<file path="config.mk">
export PLATFORM = sky130hd
export DESIGN_NAME = pipe_universal_adder
export DESIGN_NICKNAME = d
export VERILOG_FILES = /design/src/rtl/pipe_universal_adder_pkg.sv /design/src/rtl/pipe_universal_adder_adder_seg.sv /design/src/rtl/pipe_universal_adder.sv
export SDC_FILE = /design/constraint.sdc
export NUM_CORES = 1
export LEC_CHECK = 0
export ABC_AREA = 1
export CAP_MARGIN = 0
export CORE_UTILIZATION = 56
export DETAILED_ROUTE_END_ITERATION = 8
export GPL_TIMING_DRIVEN = 0
export MAX_ROUTING_LAYER = met4
export PLACE_DENSITY = 0.95
export SLEW_MARGIN = 20
export SYNTH_ARGS = -nofsm -noshare
export SYNTH_HDL_FRONTEND = slang
export SYNTH_SLANG_ARGS = --single-unit
</file>
<file path="constraint.sdc">
create_clock -name clk -period 6.3 [get_ports clk]
set_input_delay 1.26 -clock clk [delete_from_list [all_inputs] [get_ports clk]]
set_output_delay 1.26 -clock clk [all_outputs]
set_load 0.05 [all_outputs]
</file>
<file path="src/rtl/pipe_universal_adder_pkg.sv">
// Shared encodings and result-flag bundle for the pipelined add/sub/compare unit.
package pipe_universal_adder_pkg;

   typedef enum logic [1:0] {
      ADD_MODE  = 2'b00,
      SUB_MODE  = 2'b01,
      SLT_MODE  = 2'b10,
      SLTU_MODE = 2'b11
   } mode_e;

   typedef struct packed {
      logic carry;
      logic overflow;
      logic zero;
      logic negative;
      logic lt;
   } flags_t;

endpackage

</file>
<file path="src/rtl/pipe_universal_adder_adder_seg.sv">
// One carry-chained segment of the adder; purely combinational.
module adder_seg #(
   parameter int SEG = 16
) (
   input  logic [SEG-1:0] a,
   input  logic [SEG-1:0] b,
   input  logic           cin,
   output logic [SEG-1:0] sum,
   output logic           cout
);

   assign {cout, sum} = {1'b0, a} + {1'b0, b} + {{SEG{1'b0}}, cin};

endmodule

</file>
<file path="src/rtl/pipe_universal_adder.sv">
// Pipelined add/sub/slt/sltu: one SEG-wide carry segment per register stage,
// valid/ready on both sides, synchronous flush, async reset.
module pipe_universal_adder
   import pipe_universal_adder_pkg::*;
#(
   parameter int DATAWIDTH = 32,
   parameter int STAGES    = 2
) (
   input  logic                 clk,
   input  logic                 rst,
   input  logic                 flush,
   input  logic                 in_valid,
   output logic                 in_ready,
   input  logic [DATAWIDTH-1:0] a,
   input  logic [DATAWIDTH-1:0] b,
   input  logic [1:0]           mode,
   output logic                 out_valid,
   input  logic                 out_ready,
   output logic [DATAWIDTH-1:0] out,
   output logic                 carry,
   output logic                 overflow,
   output logic                 zero,
   output logic                 negative,
   output logic                 lt
);

   localparam int SEG = DATAWIDTH / STAGES;
   localparam int L   = STAGES - 1;

   // Bank j (1..STAGES) holds an op that has passed stage j-1; bank STAGES is the output.
   logic [STAGES:1]   vld_pipe;
   logic [STAGES:1]   vld_in;
   logic [STAGES+1:1] take;
   logic              accept;
   logic              in_sub;

   assign in_sub   = (mode != ADD_MODE);
   assign in_ready = take[1] && !flush;
   assign accept   = in_valid && in_ready;

   always_comb begin
      take = '0;
      take[STAGES+1] = out_ready;
      for (int j = STAGES; j >= 1; j--) take[j] = !vld_pipe[j] || take[j+1];
   end

   always_comb begin
      vld_in = '0;
      vld_in[1] = accept;
      for (int j = 2; j <= STAGES; j++) vld_in[j] = vld_pipe[j-1];
   end

   always_ff @(posedge clk or posedge rst) begin
      if (rst) begin
         vld_pipe <= '0;
      end else if (flush) begin
         vld_pipe <= '0;
      end else begin
         for (int j = 1; j <= STAGES; j++)
            if (take[j]) vld_pipe[j] <= vld_in[j];
      end
   end

   // Operands shrink by one segment per stage; finished sum bits grow by one.
   for (genvar k = 0; k < STAGES; k++) begin : stg
      localparam int OW = DATAWIDTH - k*SEG;
      logic [OW-1:0]          ua, ub;
      logic [(k+1)*SEG-1:0]   res;
      logic [SEG-1:0]         ss;
      logic                   ci, co;
      logic [1:0]             md;

      if (k == 0) begin : src
         assign ua  = a;
         assign ub  = b ^ {DATAWIDTH{in_sub}};
         assign ci  = in_sub;
         assign md  = mode;
         assign res = ss;
      end else begin : src
         logic [OW-1:0]    ua_q, ub_q;
         logic [k*SEG-1:0] lo_q;
         logic             ci_q;
         logic [1:0]       md_q;

         always_ff @(posedge clk or posedge rst) begin
            if (rst) begin
               ua_q <= '0;
               ub_q <= '0;
               lo_q <= '0;
               ci_q <= 1'b0;
               md_q <= '0;
            end else if (take[k] && vld_in[k]) begin
               ua_q <= stg[k-1].ua[OW+SEG-1:SEG];
               ub_q <= stg[k-1].ub[OW+SEG-1:SEG];
               lo_q <= stg[k-1].res;
               ci_q <= stg[k-1].co;
               md_q <= stg[k-1].md;
            end
         end

         assign ua  = ua_q;
         assign ub  = ub_q;
         assign ci  = ci_q;
         assign md  = md_q;
         assign res = {ss, lo_q};
      end

      adder_seg #(.SEG(SEG)) u_seg (
         .a    (ua[SEG-1:0]),
         .b    (ub[SEG-1:0]),
         .cin  (ci),
         .sum  (ss),
         .cout (co)
      );
   end

   logic [DATAWIDTH-1:0] sum_n, out_q;
   logic                 ovf_n, lt_n;
   flags_t               flg_q;

   // The last segment still carries the operand MSBs, so overflow is formed here.
   always_comb begin
      sum_n = stg[L].res;
      ovf_n = (stg[L].ua[SEG-1] == stg[L].ub[SEG-1]) &&
              (sum_n[DATAWIDTH-1] != stg[L].ua[SEG-1]);
      case (stg[L].md)
         SLT_MODE:  lt_n = sum_n[DATAWIDTH-1] ^ ovf_n;
         SLTU_MODE: lt_n = !stg[L].co;
         default:   lt_n = 1'b0;
      endcase
   end

   always_ff @(posedge clk or posedge rst) begin
      if (rst) begin
         out_q <= '0;
         flg_q <= '0;
      end else if (take[STAGES] && vld_in[STAGES]) begin
         out_q <= stg[L].md[1] ? {{(DATAWIDTH-1){1'b0}}, lt_n} : sum_n;
         flg_q <= '{carry:    stg[L].co,
                    overflow: ovf_n,
                    zero:     (sum_n == '0),
                    negative: sum_n[DATAWIDTH-1],
                    lt:       lt_n};
      end
   end

   assign out_valid = vld_pipe[STAGES];
   assign out       = out_q;
   assign carry     = flg_q.carry;
   assign overflow  = flg_q.overflow;
   assign zero      = flg_q.zero;
   assign negative  = flg_q.negative;
   assign lt        = flg_q.lt;

endmodule

</file>
== Word level (Yosys, flattened, before mapping) ==
Index checks and enable logic that the tools add are counted.

* Flip-flop bits (word level): 90
* Output and inout port bits: 39

* $add $sub $neg: 4
* Equal/unequal tests: 4
* Multiplexer cells: 5
* Bitwise gates (word level): 2
* Reductions and logical operators: 15

{| class="wikitable"
|+ Operators by type and width
! cell !! number
|-
| $add A16 B16 Y17 || 2
|-
| $add A17 B1 Y17 || 2
|-
| $logic_not A32 Y1 || 1
|-
| $mux W32 || 1
|-
| $xor A32 B32 Y32 || 1
|-
| $reduce_bool A2 Y1 || 3
|-
| $logic_and A1 B1 Y1 || 5
|-
| $eq A2 B2 Y1 const B || 2
|-
| $logic_not A1 Y1 || 4
|-
| $logic_or A1 B1 Y1 || 2
|-
| $mux W1 || 2
|-
| $mux W2 || 1
|-
| $pmux W1 S2 || 1
|-
| $eq A1 B1 Y1 || 1
|-
| $ne A1 B1 Y1 || 1
|-
| $xor A1 B1 Y1 || 1
|}

== Longest topological paths before layout ==
Gate-level depths: netlist of run 1.

* Depth in word-level cells: 7
* Mapped depth: 15
* Depth with buffers taken out: 15

== By module ==
From an unflattened synthesis of run 1, not the netlist that was laid out.

* Cell total of the unflattened synthesis: 815
* Area, all modules: 5924.4 um2

{| class="wikitable"
|+ Modules (own cells, without submodules)
! module !! instances !! cells each !! area each (um2) !! sequential area each (um2)
|-
| pipe_universal_adder || 1 || 447 || 3946.3 || 2252.2
|-
| adder_seg (stg[1].u_seg) || 1 || 184 || 992.2 || 0.0
|-
| adder_seg (stg[0].u_seg) || 1 || 184 || 985.9 || 0.0
|}

== Worst setup path after synthesis of run 1 ==
OpenSTA, ideal clock, no wires.

* Path kind: in2reg
* Start: in mode[1]
* End: reg stg[1].src.lo_q[14]
* Library setup time: 0.118 ns
* Data arrival time: 3.000 ns
* Data required time: 6.182 ns
* Setup slack: 3.182 ns
* Stages: 12
* Buffers on the path: 1
* Cell sequence: inv_1 -> nand2_1 -> buf_2 -> xnor2_1 -> fa_1 -> o21ai_2 -> a21boi_2 -> or2_1 -> nand2_1 -> nand2_1 -> nand3_1 -> nand2_1

* Word-level cells in the longest chain between the ends: 4

{| class="wikitable"
|+ Ends and longest elaborated chain
! item !! line !! text
|-
| from (decl) || pipe_universal_adder.sv:16 || <nowiki>input logic [1:0] mode,</nowiki>
|-
| $reduce_bool A2 Y1 * || pipe_universal_adder.sv:37 || <nowiki>assign in_sub = (mode != ADD_MODE);</nowiki>
|-
| $xor A32 B32 Y32 || pipe_universal_adder.sv:75 || <nowiki>assign ub = b ^ {DATAWIDTH{in_sub}};</nowiki>
|-
| $add A16 B16 Y17 || pipe_universal_adder_adder_seg.sv:12 || <nowiki>assign {cout, sum} = {1'b0, a} + {1'b0, b} + {{SEG{1'b0}}, cin};</nowiki>
|-
| $add A17 B1 Y17 * || pipe_universal_adder_adder_seg.sv:12 ||
|-
| to (signal assigned) || pipe_universal_adder.sv:95 || <nowiki>lo_q <= stg[k-1].res;</nowiki>
|-
| to (decl) || pipe_universal_adder.sv:81 || <nowiki>logic [k*SEG-1:0] lo_q;</nowiki>
|}

Mark *: on every way between the ends. The rest lies on a longest branch, timed or not.
A chain may end at the register's enable or synchronous reset.

== Worst setup path after layout of run 1 ==
* Start: in out_ready
* End: out in_ready

* Word-level cells in the longest chain between the ends: 3

{| class="wikitable"
|+ Ends and longest elaborated chain
! item !! line !! text
|-
| from (decl) || pipe_universal_adder.sv:18 || <nowiki>input logic out_ready,</nowiki>
|-
| $logic_or A1 B1 Y1 (2 in series) || pipe_universal_adder.sv:44 || <nowiki>for (int j = STAGES; j >= 1; j--) take[j] = !vld_pipe[j] || take[j+1];</nowiki>
|-
| $logic_and A1 B1 Y1 || pipe_universal_adder.sv:38 || <nowiki>assign in_ready = take[1] && !flush;</nowiki>
|-
| to (decl) || pipe_universal_adder.sv:13 || <nowiki>output logic in_ready,</nowiki>
|}

Every way passes these cells.

==> impl_metrics.toml, run 1 <==
[worst_setup_path]
timing.rr.end = "out[0]"
required_ns = 5.04
crit_arrival_ns = 2.91
worst-path-max-fanout = 4
startpoint_type = "input port"
r2r_slack_ns = 3.96
r2r-start = "stg[1].ci"
critPathKind = "input port to output port"
r2r_cells = 13
critPathCaptureType = "output port"

[drt]
first_pass_iters = 5
wire_per_inst_um = 14.98
routed-via-count = 5268
wl_um = 14420
ant_nets = 0
via_per_inst = 5.470
drc = 0
dr.first_iter.drc_count = 382

[clocking]
clk_pin_slew_ns = 0.10
root_buffer = "clkbuf_8"
clkLatencyLatePin_ns = 0.36
cts_setup_buffers = 0
clockBufferDepth = 2
cts_made_buffers = 9
ctsHoldBuffers = 0
htree_num_levels = 3
cts_resized = 0
cts.sinks = 90
cts_tree = "built"

[logic_synthesis]
synth.avg_cell_area_sq_um = 7.735
synthesis.nets = 812
syn_inst = 708
synth_area_leaders = "dfrtp_1, nand2_1, ha_1"
yosysSeqAreaShare = 0.4112
yosysTopAreaCellShare = 0.4112
ys_types = 36
synth_top_cell_by_area = "dfrtp_1"
synth_seq_cells = 90
synth_area_sq_um = 5477
ys_warn_count = 0

[placement]
dpl.hpwl_um = 11530
port_buffers = 109
gp_congestion = 0.9225
post-place-ws_ns = 2.130

[finish]
layout_commonest_cell = "nand2_1"
fillers = 754
layout-drive-gt1-share = 0.05156
layout_common_cells = "nand2_1, clkdlybuf4s50_1, dfrtp_1, inv_1, o21ai_0"
final_nets = 933
syn_to_final_growth_pct = 26.87
antenna_cells = 0

[global_routing]
grtUsageMet1 = 0.4156
track_usage = 0.3093
overflow = 0
grt_pass1_vias = 4908
top_usage_layer = "met2"
grt_util_met2 = 0.4895
grt_max_degree = 55
antenna_found_initial = 0
grt_use_met3 = 0.04577
grt_pass1_wl_um = 23580

[status]
status = "finished clean"

[timing]
fmax_mhz = 239.7
slew_violations = 0
relSlewSlack = 0.5963
fin_skew_ns = 0.008232
hold_viol = 0
post-route-period-util = 0.6623
whs_ns = 0.4956
layout_setup_ws_ns = 2.127
rsz0062_at_grt = "false"
finalSetupTns_ns = 0
period_needed_ns = 4.173
worst_pin_slew_ns = 0.6055
final-setup-viol-count = 0

[floorplanning]
ioPinCount = 110
rows = 35
coreArea_sq_um = 9371
die_area_sq_um = 10180
start_util = 0.5844
die_width_um = 100.9
fp.dieH_um = 100.9

[power_and_ir_drop]
power_w = 0.002194
power_density_nw_per_um2 = 315.8
p_leak_nw = 3.480
ir_drop_v = 0.0001890

[worst_hold_path]
min_from = "out[16]"
hold_path_depth = 2
holdPathEnd = "out[16]"
min_path_type = "flip-flop to flip-flop"

[flow_run]
drv_cap = 0
[Yosys cell counts, drive strengths merged]
master     n
nand2    239
dfrtp     90
inv       75
o21ai     54
nor2      41
nand3     39
ha        30
a21oi     28
xnor2     24
a22o      18
xor2      16
buf       12
nand4      9
clkbuf     7
nand3b     4
nor3       4
fa         3
a21boi     2
a31oi      2
and2       2
o21bai     2
or2        2
a211oi     1
a21o       1
a2bb2oi    1
o21a       1
o31ai      1
[routing by layer]
layer  up-vias  wire, um
met2       223      6698
met5         -         0
met1      2486      6569
met3        28       909
met4         0       246
li1       2531         -
[flip-flops by register name (all words and copies together) (netlist names)]
name and cells:
stg.src.ub_q 16, negative 1, stg.ci 1, overflow 1, zero 1, out 32, stg.src.ua_q 16, carry 1
stg.src.lo_q 16, stg.md 2, lt 1, vld_pipe 2
[power breakdown]
| group | total [W] | switching, W | leakage, nW | internal, W |
|---|---|---|---|---|
| registers | 0.000790 | 0.0000891 | 1.14 | 0.000701 |
| logic | 0.00102 | 0.000651 | 2.25 | 0.000368 |
| clock network | 0.000386 | 0.000232 | 0.0947 | 0.000154 |
[metrics by stage]
| stage | util | cells | instance area, sq um |
|---|---|---|---|
| finish | 0.7414 | 963 | 6948 |
| global route | 0.7414 | 963 | 6948 |
| CTS | 0.7414 | 963 | 6948 |
| detailed placement | 0.7212 | 947 | 6759 |
| global placement | 0.7180 | 946 | 6729 |
| floorplan | - | 708 | 5477 |
[cell type report]
cell class	instances	area (sq um)	area share
Multi-Input combinational cell	524	2858	0.4113
Clock inverter	7	65.06	0.009364
Inverter	75	284.0	0.04088
Clock buffer	9	123.9	0.01783
Tap cell	129	161.4	0.02323
Sequential cell	90	2252	0.3241
Buffer	19	85.08	0.01225
Timing Repair Buffer	110	1119	0.1610
[worst max path at each step]
stage	from	end	cells past startpoint
finish	out_ready	in_ready	8
global route	out_ready	in_ready	8
CTS	out_ready	in_ready	8
detailed placement	out_ready	in_ready	8
global placement	rst	stg[1].src.ua_q[10]	2
floorplan	rst	carry	1
[cell families after synthesis]
group | after synthesis | share of synthesized area
flip-flops | 90 | 0.4112
adder cells (fa/ha/maj) | 33 | 0.07951
AND/OR/NAND/NOR | 340 | 0.2543
AO/OA/AOI/OAI | 111 | 0.1241
XOR/XNOR | 40 | 0.06397
buffers and inverters | 94 | 0.06694
[worst max-delay path, stage by stage]
cell and delay, ns:
clkdlybuf4s50_1 0.45, inv_1 0.03, nand2_1 0.12, nor2_1 0.05, inv_1 0.07, nand2_1 0.08
inv_1 0.06, clkdlybuf4s50_1 0.79
Power figures use the tool's default switching activity.
==> run 2: changes to the inputs <==
--- a/config.mk
+++ b/config.mk
@@ -7,11 +7,11 @@
 export LEC_CHECK = 0
 export ABC_AREA = 1
 export CAP_MARGIN = 0
-export CORE_UTILIZATION = 56
+export CORE_UTILIZATION = 52
 export DETAILED_ROUTE_END_ITERATION = 8
 export GPL_TIMING_DRIVEN = 0
 export MAX_ROUTING_LAYER = met4
-export PLACE_DENSITY = 0.95
+export PLACE_DENSITY = 0.92
 export SLEW_MARGIN = 20
 export SYNTH_ARGS = -nofsm -noshare
 export SYNTH_HDL_FRONTEND = slang
==> constraint.sdc (replaced) <==
create_clock -name clk -period 4.1 [get_ports clk]
set_input_delay 0.82 -clock clk [delete_from_list [all_inputs] [get_ports clk]]
set_output_delay 0.82 -clock clk [all_outputs]
set_load 0.05 [all_outputs]
==> run 2 against run 1 <==
Critical path depth did not move. Largest cell class unchanged. Utilization is 6.3 points lower. Sequential share of layout area decreased by 0.13 points. Clock power up 64%. Hold slack got worse by 0.0066 ns.
==> impl_metrics.toml, run 2 (synthesis gave the netlist of run 1 again) <==
[worst_hold_path]
hold_path_depth = 2
holdPathEnd = "out[21]"
min_path_type = "flip-flop to flip-flop"
min_from = "out[21]"

[floorplanning]
coreArea_sq_um = 10280
start_util = 0.5329
die_area_sq_um = 10950
die_width_um = 104.6
ioPinCount = 110
rows = 37
fp.dieH_um = 104.6

[finish]
layout-drive-gt1-share = 0.05156
syn_to_final_growth_pct = 27.39
final_nets = 933
layout_common_cells = "nand2_1, clkdlybuf4s50_1, dfrtp_1, inv_1, o21ai_0"
largest_reg_flops = 32
fillers = 857
fin_cells = 970
antenna_cells = 0
layout_commonest_cell = "nand2_1"
final_util = 0.6788

[drt]
dr.first_iter.drc_count = 280
routed-via-count = 5098
drc = 0
via_per_inst = 5.256
wl_um = 13220
wire_per_inst_um = 13.63
first_pass_iters = 5
ant_nets = 0

[worst_setup_path]
startpoint_type = "input port"
r2r-start = "stg[1].ci"
crit_arrival_ns = 2.47
timing.rr.end = "lt"
crit_start = "out_ready"
r2r_cells = 13
critPathKind = "input port to output port"
critPathCaptureType = "output port"
required_ns = 3.28
r2r_slack_ns = 1.80
worst-path-max-fanout = 4

[clocking]
ctsHoldBuffers = 0
clockBufferDepth = 2
htree_num_levels = 3
cts.sinks = 90
cts_made_buffers = 9
cts_setup_buffers = 0
clk_pin_slew_ns = 0.08
clkLatencyLatePin_ns = 0.38
cts_tree = "built"
cts_resized = 0
root_buffer = "clkbuf_8"

[flow_run]
drv_cap = 0

[timing]
rsz0062_at_grt = "false"
slew_violations = 0
post-route-period-util = 0.8015
layout_setup_ws_ns = 0.8137
fmax_mhz = 304.3
whs_ns = 0.4889
worst_pin_slew_ns = 0.5313
relSlewSlack = 0.6458
fin_skew_ns = 0.01432
hold_viol = 0
final-setup-viol-count = 0
period_needed_ns = 3.286

[placement]
dpl.hpwl_um = 10610
gp_congestion = 0.8903
placed_cells = 954
port_buffers = 109
post-place-ws_ns = 0.5306

[global_routing]
grt_pass1_vias = 4979
grt_pass1_wl_um = 22630
track_usage = 0.2651
antenna_found_initial = 0
grt_max_degree = 52
overflow = 0

[power_and_ir_drop]
ir_drop_v = 0.0002703
p_leak_nw = 3.485
power_w = 0.003381
power_density_nw_per_um2 = 484.6

[status]
status = "finished clean"
## run 2: area by class of cell
type | instances | area, sq um | share of cell area
clock inverter | 6 | 71.32 | 0.01022
clock buffer | 10 | 137.6 | 0.01973
inverter | 75 | 284.0 | 0.04071
timing repair buffer | 110 | 1119 | 0.1603
buffer | 19 | 85.08 | 0.01220
sequential | 90 | 2252 | 0.3228
multi-input combinational | 524 | 2858 | 0.4096
tap | 136 | 170.2 | 0.02439
## run 2: power breakdown
part / switching (W) / leakage, nW / total, W / internal (W)
clock: 0.000328 / 0.0999 / 0.000633 / 0.000304
sequential: 0.000131 / 1.14 / 0.00121 / 0.00108
combinational: 0.000977 / 2.25 / 0.00154 / 0.000563
## run 2: how the worst max path moves through the flow
| stage | end |
|---|---|
| after CTS | in_ready |
| after detailed placement | stg[1].src.lo_q[13] |
| after floorplan | carry |
| final | in_ready |
| after global placement | stg[1].src.ub_q[12] |
| after global routing | stg[1].src.lo_q[13] |
## run 2: layer usage
layer	up-vias	global-route usage	wire length, um
met3	22	0.03057	673
met4	0	0.09256	252
met5	-	-	0
li1	2522	-	-
met1	2377	0.3609	6221
met2	177	0.4134	6072
## run 2: worst max-delay path, stage by stage
cell and delay, ns:
clkdlybuf4s50_1 0.46, inv_1 0.04, nand2_1 0.11, nor2_1 0.06, inv_1 0.06, nand2_1 0.07
inv_1 0.06, clkdlybuf4s50_1 0.79
## run 2: through the flow
step	cell area [sq um]	TNS (ns)
after detailed placement	6768	0
after floorplan	5477	0
final	6977	0
after global routing	6977	0
after CTS	6977	0
after global placement	6738	-22.55
==> run 3: changes to the inputs <==
--- a/config.mk
+++ b/config.mk
@@ -7,11 +7,11 @@
 export LEC_CHECK = 0
 export ABC_AREA = 1
 export CAP_MARGIN = 0
-export CORE_UTILIZATION = 52
+export CORE_UTILIZATION = 47
 export DETAILED_ROUTE_END_ITERATION = 8
 export GPL_TIMING_DRIVEN = 0
 export MAX_ROUTING_LAYER = met4
-export PLACE_DENSITY = 0.92
+export PLACE_DENSITY = 0.88
 export SLEW_MARGIN = 20
 export SYNTH_ARGS = -nofsm -noshare
 export SYNTH_HDL_FRONTEND = slang
==> constraint.sdc (replaced) <==
create_clock -name clk -period 2.8 [get_ports clk]
set_input_delay 0.56 -clock clk [delete_from_list [all_inputs] [get_ports clk]]
set_output_delay 0.56 -clock clk [all_outputs]
set_load 0.05 [all_outputs]
==> run 3 against run 2 <==
Clock power is 90% higher. Register-to-register slack worse by 1.3 ns. Sequential power is 47% higher. Via count is 1.8% lower. The run now ends with design-rule violations left. Largest cell class unchanged.
==> impl_metrics.toml, run 3 (synthesis gave the netlist of run 1 again) <==
[clocking]
cts_tree = "built"
cts_made_buffers = 9
htree_num_levels = 3
clkLatencyLatePin_ns = 0.34
clk_pin_slew_ns = 0.06
clockBufferDepth = 2
cts.sinks = 90
root_buffer = "clkbuf_16"

[status]
status = "finished, violations left"
violations = "design-rule violations"

[placement]
placed_cells = 962
post-place-ws_ns = -0.5501
port_buffers = 109
dpl.hpwl_um = 10780
gp_congestion = 0.9105

[worst_setup_path]
slowest_stage = "clkdlybuf4s50_1"
path_common_cell = "nand3_1"
r2r_cells = 15
worst-path-max-fanout = 10
required_ns = 3.02
r2r_slack_ns = 0.50
crit_chain = "clkdlybuf4s50_1, inv_1, nand2_4, buf_6, xor2_1, ha_1, a21oi_1, o21a_1, nor2_1, nor3_2, nand3_1, nand3_1, o21ai_0"
r2r-start = "stg[1].ci"
worstSetupPathDepth = 13
critPathBufInv = 3
startpoint_type = "input port"
timing.rr.end = "zero"
crit_arrival_ns = 2.89
critPathKind = "input port to flip-flop"
critPathTopFamily = "buffers and inverters"
cp-endpoint = "stg[1].src.lo_q[13]"
critPathMaxStageDelay_ns = 0.49
critPathCaptureType = "flip-flop"
crit_start = "mode[1]"

[finish]
largest_reg_flops = 32
final_nets = 936
antenna_cells = 0
fin_cells = 980
final_util = 0.6288
layout-drive-gt1-share = 0.05974
layout_commonest_cell = "nand2_1"
syn_to_final_growth_pct = 30.55
layout_common_cells = "nand2_1, clkdlybuf4s50_1, dfrtp_1, inv_1, o21ai_0"

[timing]
period_needed_ns = 2.675
rsz0062_at_grt = "true"
final-setup-viol-count = 0
worst_pin_slew_ns = 0.5416
layout_setup_ws_ns = 0.1245
hold_viol = 0
fmax_mhz = 373.8
finalSetupTns_ns = 0
fin_skew_ns = 0.009115
relSlewSlack = 0.6389
post-route-period-util = 0.9555
slew_violations = 0

[global_routing]
antenna_found_initial = 0
grt_pass1_wl_um = 21860
track_usage = 0.2460
grt_max_degree = 37
grt_pass1_vias = 4612
overflow = 0

[drt]
wl_um = 13480
via_per_inst = 5.110
dr.first_iter.drc_count = 342
drc = 1
ant_nets = 0
first_pass_iters = 7
wire_per_inst_um = 13.75
routed-via-count = 5008

[power_and_ir_drop]
power_density_nw_per_um2 = 733.1
ir_drop_v = 0.0006407
p_leak_nw = 3.568
power_w = 0.005241

[worst_hold_path]
min_from = "stg[1].src.ua_q[14]"
min_path_type = "flip-flop to flip-flop"

[floorplanning]
ioPinCount = 110
coreArea_sq_um = 11370
die_width_um = 109.9
fp.dieH_um = 109.9
die_area_sq_um = 12090
start_util = 0.4817
rows = 39

[flow_run]
drv_cap = 0
run 3: changes by cell type in the layout (fill, tap and decap cells not counted), sizes merged:
| cell | previous run | this run |
|---|---|---|
| clkbuf | 17 | 19 |
| inv | 78 | 74 |
| dlymetal6s2s | 0 | 1 |
| clkinv | 0 | 2 |
| buf | 13 | 16 |
| clkdlybuf4s50 | 109 | 108 |
run 3: cell type report:
cell class	instances	area, sq um
Fill cell	959	4220
Multi-Input combinational cell	524	2889
Timing Repair Buffer	113	1149
Buffer	19	97.59
Clock buffer	12	246.5
Sequential cell	90	2252
Tap cell	143	178.9
Inverter	75	285.3
Clock inverter	4	51.30
run 3: what timing repair did:
action | in CTS | in global routing
pin swaps | 0 | 3
hold buffers | 0 | 0
setup endpoints to repair | 11 | 11
setup buffers | 0 | 2
resized for setup | 4 | 8
run 3: worst min-delay path: stages, from the launching register on:
cell and delay (ns):
dfrtp_1 0.35, nand2_1 0.05, nand2_1 0.04
run 3: power by group:
part           switching (W)  internal [W]
Combinational        0.00142      0.000836
Clock               0.000485      0.000716
Sequential          0.000199       0.00158
Total                0.00211       0.00313
run 3: metrics by stage:
| stage | hold WS (ns) | cell area [sq um] |
|---|---|---|
| 3_3_place_gp | 0.4621 | 6750 |
| 2_1_floorplan | 0.4483 | 5480 |
| 3_5_place_dp | 0.4714 | 6790 |
| 4_1_cts | 0.4851 | 7099 |
| 5_1_grt | 0.5177 | 7149 |
| 6_report | 0.4769 | 7149 |
run 3: worst min-delay path by stage:
stage / endpoint / cells past startpoint
after global routing: stg[1].src.ua_q[8] / 2
after global placement: stg[1].src.ua_q[2] / 2
final: stg[1].src.ua_q[14] / 2
after CTS: stg[1].src.ua_q[14] / 2
after detailed placement: stg[1].src.ua_q[10] / 2
after floorplan: stg[1].src.ua_q[10] / 2
run 3: per-layer routing:
layer,wire (um),share of wire,vias to the layer above,global-route usage
met2,6033,0.45,172,0.3759
met4,413,0.031,0,0.1038
li1,-,-,2538,-
met1,6356,0.47,2270,0.3285
met3,674,0.050,28,0.03379
met5,0,0,-,-
==> RTL change 1, RTL diff (config.mk and constraints of run 3) <==
Set the parameter `STAGES` to 1 (it was 2).
--- a/src/rtl/pipe_universal_adder.sv
+++ b/src/rtl/pipe_universal_adder.sv
@@ -4,7 +4,7 @@
    import pipe_universal_adder_pkg::*;
 #(
    parameter int DATAWIDTH = 32,
-   parameter int STAGES    = 2
+   parameter int STAGES    = 1
 ) (
    input  logic                 clk,
    input  logic                 rst,
Check against the original RTL: not equivalent (a bounded check fails within 4 cycles, from zero or initial values and one cycle with rst high).
==> RTL change 1 against run 3 <==
- sequential cell count fell by 52
- sequential share of layout area fell by 16 points
- design area decreased by 12%
- non-clock buffer count grew 6
- largest cell class unchanged
- routed wire length increased by 2.6%
- setup slack lost 120 ps
- register-to-register slack improved by 320 ps
- via count fell by 2.4%
- power decreased by 36%
- synthesized area down 25%
- die area is 24% lower
- clock power decreased by 51%
==> RTL change 1: results (changes against run 3) <==
run status completed; met2 Track Usage GR 50.0% (+12 points); sequential cell area 951 sq um (-58%); P_leak 3.01 nW (-16%); Net count, final 902 (-3.6%); complex-gate fraction of the synthesized area 12.3% (-0.15 points); CP peak stage delay 350 ps (-140 ps); Worst Reg2Reg Path Length in Cells 8 (-7); Critical path origin mode[0]; Logic power comb 2.04 mW (-9.7%); Vias 4890 (-2.4%); Peak supply drop 0.283 mV (-56%); r2r setup slk 820 ps (+320 ps); met3 global-route usage 1.83% (-1.5 points); root buffer selected by CTS clkbuf_8; Clock Power 586 uW (-51%); routability cong. 0.938 (+3.0%); nonclk inv count 94 (+25%); DP Worst Slack -1290 ps (-743 ps); Critical Path AT 3040 ps (+150 ps); clock buffer count 6 (-6); DRT iter0 DRCs 316 (-7.6%); Tot GR Track Use 29.5% (+4.9 points); met2 wire length 6840 um (+13%); Starting Density 49.4% (+1.3 points); met1 Use GR 37.1% (+4.3 points); crit-path max FO 8 (-2); met3 WL post-DR 720 um (+6.8%); ClkCell Share 2.27% (-1.9 points); final worst slack 4.50 ps (-120 ps); Num CTS Buffers 5 (-4); Post-Synth Adder-Cell Area 10.8% (+2.9 points); H-Tree Depth 2 (-1); layout cell share with drive strength beyond 1 22.5% (+16 points); pin count of the biggest net entering global routing 39 (+5.4%); clk sinks 38 (-58%); vias in the first global route 4399 (-4.6%); buffer share of cell area 22.2% (+4.8 points); multi-input gate share of total cell area 52.7% (+12 points); HP Class primary input to register; number of multi-input logic gates 519 (-0.95%); routed wire length per instance 15.3 um (+12%); Area contributors post-synth dfrtp_1 23%, nand2_1 20%, ha_1 10%, inv_1 7.6%, xnor2_1 7.0%; Detailed Place HPWL 10400 um (-3.4%); Fin Clk Skew 8.47 ps (-0.642 ps); Net Sw Frac 46.2% (+6.0 points); Commonest cells post-synth 220 x nand2_1, 83 x inv_1, 71 x nor2_1, 39 x nand3_1, 38 x dfrtp_1; # resized after CTS 66 (+62); count of different cell masters after synthesis 33 (-8.3%); router iterations before antenna repair 5 (-2); syn_nets 766 (-5.7%); XOR/XNOR Fraction of Synth Area 7.86% (+1.5 points); Fillers 641 (-33%); Signal buffers 138 (+4.5%); Reg-to-Reg Start out_valid; first-pass GRT wire length 20100 um (-8.0%); sequential area share after synthesis 23.1% (-18 points); CP endpoint zero; Reg2Reg Capture Point out[1]; Clock transition at path regs 80 ps (+20 ps)
-- RTL change 1: cell count changes in the layout (fill, tap and decap cells not counted), sizes merged, moves of 9 or more --
cell / run 3 / this run
o21ai: 54 / 25
xnor2: 24 / 33
nand2: 239 / 223
dfrtp: 90 / 38
xor2: 16 / 4
nor2: 41 / 73
inv: 74 / 93
-- RTL change 1: worst min path at each step --
stage	from	to	slack, ps	cells after the start
2_1_floorplan	flush	out_valid	630	1
3_3_place_gp	out[20]	out[20]	460	1
3_5_place_dp	negative	negative	460	2
4_1_cts	out[15]	out[15]	490	1
5_1_grt	mode[1]	out[31]	470	2
6_report	mode[1]	out[31]	480	2
-- RTL change 1: per-stage QoR --
step	cell area (sq um)	instances	setup TNS [ps]	util, %	hold slack (ps)
final	6280	902	0	75.3	478
after global routing	6280	902	-104	75.3	467
after CTS	5750	892	0	68.9	486
after detailed placement	5350	874	-32460	64.1	464
after global placement	5350	874	-30780	64.1	458
after floorplan	4120	660	0	-	626
==> RTL change 2, RTL diff (settings of run 3) <==
Made on the original files. Add an input register stage for `mode`, with the module's reset; this delays it by one clock. The other inputs are not delayed to match.
--- a/src/rtl/pipe_universal_adder.sv
+++ b/src/rtl/pipe_universal_adder.sv
@@ -27,6 +27,16 @@
    localparam int SEG = DATAWIDTH / STAGES;
    localparam int L   = STAGES - 1;
 
+   logic [1:0] mode_q;
+
+   always_ff @(posedge clk or posedge rst) begin
+      if (rst) begin
+         mode_q <= '0;
+      end else begin
+         mode_q <= mode;
+      end
+   end
+
    // Bank j (1..STAGES) holds an op that has passed stage j-1; bank STAGES is the output.
    logic [STAGES:1]   vld_pipe;
    logic [STAGES:1]   vld_in;
@@ -34,7 +44,7 @@
    logic              accept;
    logic              in_sub;
 
-   assign in_sub   = (mode != ADD_MODE);
+   assign in_sub   = (mode_q != ADD_MODE);
    assign in_ready = take[1] && !flush;
    assign accept   = in_valid && in_ready;
 
@@ -74,7 +84,7 @@
          assign ua  = a;
          assign ub  = b ^ {DATAWIDTH{in_sub}};
          assign ci  = in_sub;
-         assign md  = mode;
+         assign md  = mode_q;
          assign res = ss;
       end else begin : src
          logic [OW-1:0]    ua_q, ub_q;
Check against the original RTL: not equivalent (a bounded check fails within 4 cycles, from zero or initial values and one cycle with rst high).
==> RTL change 2 against run 3 <==
- count of clock-buffer cells in the layout fell by 2
- routed wire length grew 4.0%
- sequential cell count grew 2
- setup slack better by 66 ps
- sequential share of layout area rose by 0.92 points
- design area is 0.67% lower
- power is 2.6% higher
- synthesized area decreased by 0.48%
- highest routed layer unchanged
==> RTL change 2: results (changes against run 3) <==
dpl cells 951 (-1.1%); syn_nets 804 (-0.99%); CP peak stage delay 340 ps (-150 ps); met3 global-route usage 4.68% (+1.3 points); r2r setup slk 190 ps (-310 ps); P_leak 3.50 nW (-1.8%); # diodes 0 (unchanged); Clock transition at path regs 70 ps; met1 WL 6460 um (+1.6%); routability cong. 0.926 (+1.7%); Fillers 931 (-2.9%); Num CTS Buffers 9 (unchanged); Net count, final 926 (-1.1%); sequential area share after synthesis 42.2% (+1.1 points); Slew @ Worst Pin 608 ps (+66.6 ps); root buffer selected by CTS clkbuf_16; # resized after CTS 0 (-4); min Tclk post-route 2610 ps (-65.9 ps); Critical path origin mode_q[0]; I/O Buffers 109 (unchanged); vias in the first global route 4900 (+6.2%); worst hold start stg[1].src.ua_q[13]; HP Class register to register; Tot GR Track Use 25.9% (+1.3 points); met2 wire length 6370 um (+5.6%); kind of critical path register to register; Placed Area 6760 sq um (-0.44%); Area contributors post-synth dfrtp_1 42%, nand2_1 16%, ha_1 6.9%, o21ai_0 4.9%, inv_1 4.7%; multi-input logic area 2820 sq um (-2.5%); Peak supply drop 0.568 mV (-11%); met2 Track Usage GR 40.2% (+2.6 points); Hold Path End stg[1].src.ua_q[13]; worst hold slack 482 ps (+5.14 ps); DP Worst Slack 37.0 ps (+587 ps); H-Tree Depth 3 (unchanged); layout cell share with drive strength beyond 1 4.35% (-1.6 points); CP max stage cell buf_2; DRT iter0 DRCs 320 (-6.4%); met3 WL post-DR 925 um (+37%); Synth async-reset ratio 100% (unchanged); routed wire length per instance 14.5 um (+5.4%); Fin Clk Skew 9.38 ps (+0.268 ps); CTS max path bufs 2 (unchanged); crit-path max FO 10 (unchanged); met1 Use GR 34.7% (+1.9 points); Post-Syn Instances 700 (-1.1%); run status completed; post-CTS setup repair buffer count 0 (unchanged); hold path cells 2 (unchanged); Vias 5058 (+1.0%); fin cells 967 (-1.3%); Cell Int Power 3.23 mW (+3.0%); Worst Reg2Reg Path Length in Cells 12 (-3); Detailed Place HPWL 10700 um (-1.1%); Critical Path AT 2820 ps (-70 ps); first-pass GRT wire length 23300 um (+6.8%); Reg2Reg Capture Point stg[1].src.lo_q[12]; Commonest cells post-synth 231 x nand2_1, 92 x dfrtp_1, 68 x inv_1, 53 x o21ai_0, 38 x nor2_1; Reg-to-Reg Start mode_q[0]
==> RTL change 2: cell types whose count changed in the layout (fill, tap and decap cells not counted), sizes merged, moves of 3 or more <==
cell	run 3	this run
nand2	239	236
a21o	1	4
xnor2	24	21
o21ai	54	63
a21oi	28	32
nand3	39	31
inv	74	70
nand4	9	6
clkbuf	19	26
buf	16	5
a22o	18	13
==> RTL change 2: worst max path at each step <==
| stage | endpoint | cells past startpoint |
|---|---|---|
| floorplan | stg[1].src.lo_q[14] | 10 |
| global placement | in_ready | 8 |
| detailed placement | in_ready | 8 |
| CTS | in_ready | 8 |
| global route | stg[1].src.lo_q[12] | 12 |
| finish | stg[1].src.lo_q[12] | 12 |
==> RTL change 2: layout make-up <==
cell class / instances / share of cell area [%]
Sequential cell: 92 / 32.4
Tap cell: 140 / 2.47
Buffer: 19 / 1.09
Clock inverter: 6 / 1.32
Clock buffer: 10 / 3.37
Multi-Input combinational cell: 520 / 39.7
Inverter: 69 / 3.70
Timing Repair Buffer: 111 / 16.0
==> RTL change 2: critical path: cells and delay by family (launching register included) <==
family	cells	cell delay [ps]
adders and majority gates	1	310
and+or+nand+nor	6	850
buffers and inverters	2	390
DFF	1	320
AOI/OAI and AO/OA	2	400
xor gates and xnor gates	1	200
==> RTL change 2: power by group through the flow <==
stage,registers (mW),logic (mW),clock network (mW)
2_1_floorplan,2.28,0.997,0
3_3_place_gp,1.81,2.15,0
3_5_place_dp,1.82,2.19,0
4_1_cts,1.80,2.22,1.35
5_1_grt,1.83,2.44,1.41
6_report,1.80,2.22,1.35
==> RTL change 2: logic make-up after synthesis <==
logic type	count (synthesis)	share of synthesized area, %
buffers and inverters	88	6.13
xor gates and xnor gates	38	6.11
adders and majority gates	33	7.99
AOI/OAI and AO/OA	121	12.9
DFF	92	42.2
and+or+nand+nor	328	24.7
